$ cat config.mk
export PLATFORM = sky130hd
export DESIGN_NAME = pipelined_shifter
export DESIGN_NICKNAME = d
export VERILOG_FILES = /design/src/rtl/pipelined_shifter.sv
export SDC_FILE = /design/constraint.sdc
export NUM_CORES = 1
export LEC_CHECK = 0
export CAP_MARGIN = 0
export CORE_ASPECT_RATIO = 2
export CORE_MARGIN = 2
export CORE_UTILIZATION = 50
export CTS_CLUSTER_DIAMETER = 50
export DETAILED_ROUTE_END_ITERATION = 6
export PLACE_DENSITY = 0.72
export SETUP_SLACK_MARGIN = 0.3
export SYNTH_ARGS = -nofsm -noshare
export SYNTH_HDL_FRONTEND = slang
export SYNTH_SLANG_ARGS = --single-unit
export TNS_END_PERCENT = 5
$ cat constraint.sdc
create_clock -name clk -period 2.7 [get_ports clk]
set_input_delay 0.81 -clock clk [delete_from_list [all_inputs] [get_ports clk]]
set_output_delay 0.81 -clock clk [all_outputs]
set_load 0.05 [all_outputs]
$ cat src/rtl/pipelined_shifter.sv
`default_nettype none
// ============================================================================
//  Module      : pipelined_shifter
//  Description : Barrel shifter/rotator (SLL/SRL/SRA/ROR) with one register
//                stage per power-of-two shift step and valid/ready flow
//                control. Carries an opaque tag alongside each operation.
//  Options     : SHIFTER_ZERO_FLAG_EN - adds out_zero (registered result==0)
//  Ports       : clk, rst            clock / synchronous active-high reset
//                in_valid/in_ready   input handshake
//                in_data/in_cnt      operand / shift amount (0..WIDTH-1)
//                in_mode             00 SLL, 01 SRL, 10 SRA, 11 ROR
//                in_tag              opaque tag, returned unchanged
//                out_valid/out_ready output handshake
//                out_data/out_tag    result / its tag
//                out_zero            result==0 (option only)
//  Revision    : 1.0 - initial release
// ============================================================================
module pipelined_shifter #(
    parameter int WIDTH = 16,
    parameter int TAG_W = 4
) (
    input  wire logic                       clk,
    input  wire logic                       rst,
    input  wire logic                       in_valid,
    output logic                            in_ready,
    input  wire logic [WIDTH-1:0]           in_data,
    input  wire logic [$clog2(WIDTH)-1:0]   in_cnt,
    input  wire logic [1:0]                 in_mode,
    input  wire logic [TAG_W-1:0]           in_tag,
    output logic                            out_valid,
    input  wire logic                       out_ready,
    output logic [WIDTH-1:0]                out_data,
`ifdef SHIFTER_ZERO_FLAG_EN
    output logic                            out_zero,
`endif
    output logic [TAG_W-1:0]                out_tag
);

    localparam int CNT_W = $clog2(WIDTH);

    localparam logic [1:0] c_MODE_SLL = 2'b00;
    localparam logic [1:0] c_MODE_SRL = 2'b01;
    localparam logic [1:0] c_MODE_SRA = 2'b10;
    localparam logic [1:0] c_MODE_ROR = 2'b11;

    // Stage registers
    logic [CNT_W-1:0]   r_valid;
    logic [WIDTH-1:0]   r_data [CNT_W];
    logic [CNT_W-1:0]   r_cnt  [CNT_W];
    logic [1:0]         r_mode [CNT_W];
    logic [TAG_W-1:0]   r_tag  [CNT_W];
    logic               r_sign [CNT_W];

    // Per-stage upstream view and next data
    logic [CNT_W-1:0]   w_ready;
    logic               w_src_valid [CNT_W];
    logic [WIDTH-1:0]   w_src_data  [CNT_W];
    logic [CNT_W-1:0]   w_src_cnt   [CNT_W];
    logic [1:0]         w_src_mode  [CNT_W];
    logic [TAG_W-1:0]   w_src_tag   [CNT_W];
    logic               w_src_sign  [CNT_W];
    logic [WIDTH-1:0]   w_nxt_data  [CNT_W];

    // One conditional shift step of fixed distance s. SRA fills from the
    // sign captured at input, so a stage never re-reads the shifted MSB.
    function automatic logic [WIDTH-1:0] shift_step(
        input logic [WIDTH-1:0] d,
        input logic             en,
        input logic [1:0]       mode,
        input logic             sign,
        input int               s
    );
        logic [WIDTH-1:0] res;
        res = d;
        if (en) begin
            case (mode)
                c_MODE_SLL: res = d << s;
                c_MODE_SRL: res = d >> s;
                c_MODE_SRA: res = (d >> s) | (sign ? ~({WIDTH{1'b1}} >> s) : '0);
                c_MODE_ROR: res = (d >> s) | (d << (WIDTH - s));
                default:    res = d;
            endcase
        end
        return res;
    endfunction

    // Stage k is ready when empty or when everything downstream can move,
    // i.e. out_ready or any bubble at or after k. Accumulated through a
    // local variable to keep the chain free of combinational self-reference.
    always_comb begin : p_ready
        logic v_acc;
        v_acc = out_ready;
        w_ready = '0;
        for (int k = CNT_W - 1; k >= 0; k--) begin
            v_acc      = ~r_valid[k] | v_acc;
            w_ready[k] = v_acc;
        end
    end

    assign in_ready = w_ready[0] & ~rst;

    always_comb begin
        w_src_valid[0] = in_valid & in_ready;
        w_src_data[0]  = in_data;
        w_src_cnt[0]   = in_cnt;
        w_src_mode[0]  = in_mode;
        w_src_tag[0]   = in_tag;
        w_src_sign[0]  = in_data[WIDTH-1];
        for (int k = 1; k < CNT_W; k++) begin
            w_src_valid[k] = r_valid[k-1];
            w_src_data[k]  = r_data[k-1];
            w_src_cnt[k]   = r_cnt[k-1];
            w_src_mode[k]  = r_mode[k-1];
            w_src_tag[k]   = r_tag[k-1];
            w_src_sign[k]  = r_sign[k-1];
        end
        for (int k = 0; k < CNT_W; k++) begin
            w_nxt_data[k] = shift_step(w_src_data[k], w_src_cnt[k][k],
                                       w_src_mode[k], w_src_sign[k], 1 << k);
        end
    end

    always_ff @(posedge clk) begin
        if (rst) begin
            r_valid <= '0;
            for (int k = 0; k < CNT_W; k++) begin
                r_data[k] <= '0;
                r_cnt[k]  <= '0;
                r_mode[k] <= '0;
                r_tag[k]  <= '0;
                r_sign[k] <= 1'b0;
            end
        end else begin
            for (int k = 0; k < CNT_W; k++) begin
                // Stalled stages hold; ready stages take upstream even when
                // it is a bubble, which collapses gaps in the pipe.
                if (w_ready[k]) begin
                    r_valid[k] <= w_src_valid[k];
                    r_data[k]  <= w_nxt_data[k];
                    r_cnt[k]   <= w_src_cnt[k];
                    r_mode[k]  <= w_src_mode[k];
                    r_tag[k]   <= w_src_tag[k];
                    r_sign[k]  <= w_src_sign[k];
                end
            end
        end
    end

    assign out_valid = r_valid[CNT_W-1];
    assign out_data  = r_data[CNT_W-1];
    assign out_tag   = r_tag[CNT_W-1];

`ifdef SHIFTER_ZERO_FLAG_EN
    logic r_zero;

    always_ff @(posedge clk) begin
        if (rst) begin
            r_zero <= 1'b0;
        end else if (w_ready[CNT_W-1]) begin
            r_zero <= (w_nxt_data[CNT_W-1] == '0);
        end
    end

    assign out_zero = r_zero;
`endif

    // Last-stage control fields are kept for uniformity but have no consumer.
    logic w_unused_last;
    assign w_unused_last = ^{r_cnt[CNT_W-1], r_mode[CNT_W-1], r_sign[CNT_W-1]};

endmodule
`default_nettype wire

==> summary.md <==
| Metric | Value |
|---|---|
| Fraction of registers with async set/reset | 0% |
| Cell area after placement | 0.005398 mm² |
| Synthesized flop and latch total | 99 |
| Vias in the first global route | between 3k and 4k |
| Setup TNS | 0 ns |
| Post-layout min period | 2.368 ns |
| Critical Path RT | 1.89 ns |
| Final hold vios | 0 |
| Post-synthesis compound-gate area fraction | 11.96% |
| Mapped Area | 0.004845 mm² |
| Hold_buf cts | 0 |
| CP endpoint kind | primary output |
| Top_reg_cell synth | edfxtp_1 |
| Crit path launch | out_ready |
| P&R area growth vs syn | 18.08% |
| Synth Area in Adders | 0% |
| Site row count | 50 |
| WHS | 0.5040 ns |
| Gr usage total | 17.36% |
| Clk_skew | around 0.0074 ns |
| Post-DRT Antenna Nets | 0 |
| Initial Util | 51.63% |
| Unique masters post-synth | 34 |
| Core Area | approximately 0.0094 mm² |
| DRC | 0 |
| Sequential element share of the synthesized area | 60.54% |
| # IOs | 52 |
| Worst Tran Pin Value | 0.9277 ns |
| # port buffers | 51 |
| Sink Count | just under 100 |
| Setup Crit Path Kind | in -> out |
| H-tree levels | 3 |
| DR vias/cell | between 5 and 6 |
| Synth top cells by count | 95 x edfxtp_1, 59 x nor2_1, 40 x a211oi_1 |
| DR iter-0 viols | 115 |
| Worst r2r src | r_valid[2]$_SDFFE_PP0P_ |
| Synthesized area per cell | approximately 12 µm² |
| Hold WC Path Type | reg -> reg |
| Root Driver | clkbuf_16 |
| PwrDens | between 500 and 600 mW/mm² |
| Syn Inst Count | 397 |
| CP startpoint kind | primary input |
| Routed via count | around 3.2k |
| Hold_sp | r_valid[1]$_SDFFE_PP0P_ |
| P_leak | 2.173 nW |
| DP Wirelength | 6.443 mm |
| Cells taking the most area after synthesis | edfxtp_1 59%, mux2i_1 7.4%, a211oi_1 6.2%, nor2_1 4.6%, and2_1 2.8% |
| Status | finished, final reports clean |
| Final WL | 8.419 mm |
| Largest stage delay on the critical path | just over 0.3 ns |
| Worst VDD drop | 0.4425 mV |
| Full die area | 0.01054 mm² |
| WL per Instance | 15.09 µm |
| Cell with the most instances after synthesis | edfxtp_1 |
| Yosys top cell area share | 58.88% |
| Slew HR | 38.16% |
| RSZ-0062 raised after global routing | no |
| Clock transition at path regs | 0.06 ns |
| First-pass GRT wire length | 13.80 mm |
| Number of antenna violations at the first check in global routing | 0 |
| Routability cong. | 0.8593 |
| Crit Path Max Fanout | 3 |
| Layout cells sized above 1 | 12.33% |
| XOR/XNOR share of the synthesized area | 0.1808% |
| Largest family of logic cells by synthesized area | simple AND/OR/NAND/NOR gates |
| CTS tree | done |
| Fin. max-slew vios | 0 |
| Clk Latency, worst-skew pair | ~0.34 ns |
| Yosys warns | 0 |
| DIE WIDTH | 73.61 µm |
| Slowest CP cell | and4b_4 |
| Clock buffer count from CTS | 9 |
| Gr ovfl total | 0 |
| Fill count | 774 |
| Clock buffer depth | 2 |
| Synth Area in Simple Gates | 15.73% |
| N_diodes | 0 |
| Area leader, netlist | edfxtp_1 |
| DR pass1 iterations | 4 |
| Worst path cell trace | buf_6, and4b_4, a21o_1, inv_2, buf_8 |
| Worst Path Arrival | roughly 1.6 ns |
| Die Ht | 143.2 µm |
| F_max | 0.4223 GHz |
| Pin count of the biggest net entering global routing | 33 |
| Fin nets | 479 |
| Synthesized net count | 427 |
| Count of final setup violators | 0 |
| Post-synth EDFFs | 95 |
| Max_cap viols | 0 |
| Final Cell Area | 0.005720 mm² |
| Multiplexer area fraction after synthesis | 7.438% |
| Post-route clock period utilization | a little under 90% |
==> power by group <==
group | total (mW) | switching [mW] | internal [mW]
Sequential | 1.83 | 0.0682 | 1.76
Combinational | 0.355 | 0.183 | 0.172
Clock | 1.16 | 0.532 | 0.624
Total | 3.34 | 0.783 | 2.56
==> cell usage in the layout (no fill, tap or decap), drive strengths merged <==
master         instances
edfxtp                95
nor2                  61
clkdlybuf4s50         48
a211oi                42
mux2i                 36
and2                  31
a21oi                 22
buf                   22
nand2                 16
nand2b                12
nand3                 11
nor2b                 10
clkbuf                10
o211ai                 5
o221a                  4
dfxtp                  4
inv                    4
clkinvlp               3
a21o                   2
o211a                  2
or2                    2
o21a                   2
clkinv                 2
nand4b                 1
nand3b                 1
and4b                  1
xnor2                  1
nand4                  1
o21ai                  1
a31oi                  1
dlygate4sd2            1
==> through the flow <==
step / power [mW] / util, % / worst slack, ns / std cells
after floorplan: 2.088 / - / 0.3361 / 397
after global placement: 2.197 / 57.52 / -0.04532 / 536
after detailed placement: 2.212 / 57.52 / -0.06626 / 536
after CTS: 3.360 / 60.89 / 0.3105 / 558
after global routing: 3.454 / 60.96 / 0.3024 / 558
final: 3.342 / 60.96 / 0.3321 / 558
==> cells by family (layout without fill, tap and decap cells) <==
| family | Yosys count | count (layout) |
|---|---|---|
| AOI/OAI and AO/OA | 81 | 81 |
| muxes | 36 | 36 |
| DFF | 99 | 99 |
| buffers and inverters | 33 | 90 |
| and+or+nand+nor | 147 | 147 |
| xor gates and xnor gates | 1 | 1 |
==> registers in the layout, indices dropped and copies added, names as in the netlist <==
| register | flops |
|---|---|
| r_cnt | 6 |
| r_data | 64 |
| r_mode | 6 |
| r_sign | 3 |
| r_tag | 16 |
| r_valid | 4 |
==> layout make-up <==
cell class	count	area (µm²)	share of cell area [%]
Inverter	3	11.26	0.1969
Tap cell	104	130.1	2.275
Sequential cell	99	2933	51.27
Clock buffer	10	229.0	4.003
Timing Repair Buffer	71	665.6	11.64
Multi-Input combinational cell	265	1710	29.90
Clock inverter	6	41.29	0.7218
==> timing repair <==
action | CTS | global route
pin swaps | 1 | 0
resized for setup | 7 | 1
gates cloned | 0 | 0
setup buffers | 6 | 0
hold endpoints to repair | 0 | 0
endpoints found under the setup margin | 1 | 2
==> final timing paths <==
path	cells past startpoint	end	slack, ns
hold reg to reg	2	r_valid[2]$_SDFFE_PP0P_	0.50
setup / recovery	5	in_ready	0.33
hold / removal	2	r_valid[2]$_SDFFE_PP0P_	0.50
setup reg to reg	11	r_tag[0][1]$_SDFFCE_PN0P_	0.52
==> layer usage <==
layer  share of wire, %  vias up  GRT usage [%]
met4                3.2        0          9.952
met5                  0        -              0
li1                   -     1563              -
met3                2.8       23          3.458
met2                 62       84          35.43
met1                 32     1519          13.71
==> worst max-delay path, delay by kind of cell <==
family                 cells  cell delay, ns
buffers and inverters      3            0.28
and+or+nand+nor            1            0.31
AOI/OAI and AO/OA          1            0.15
Power figures use the tool's default switching activity.
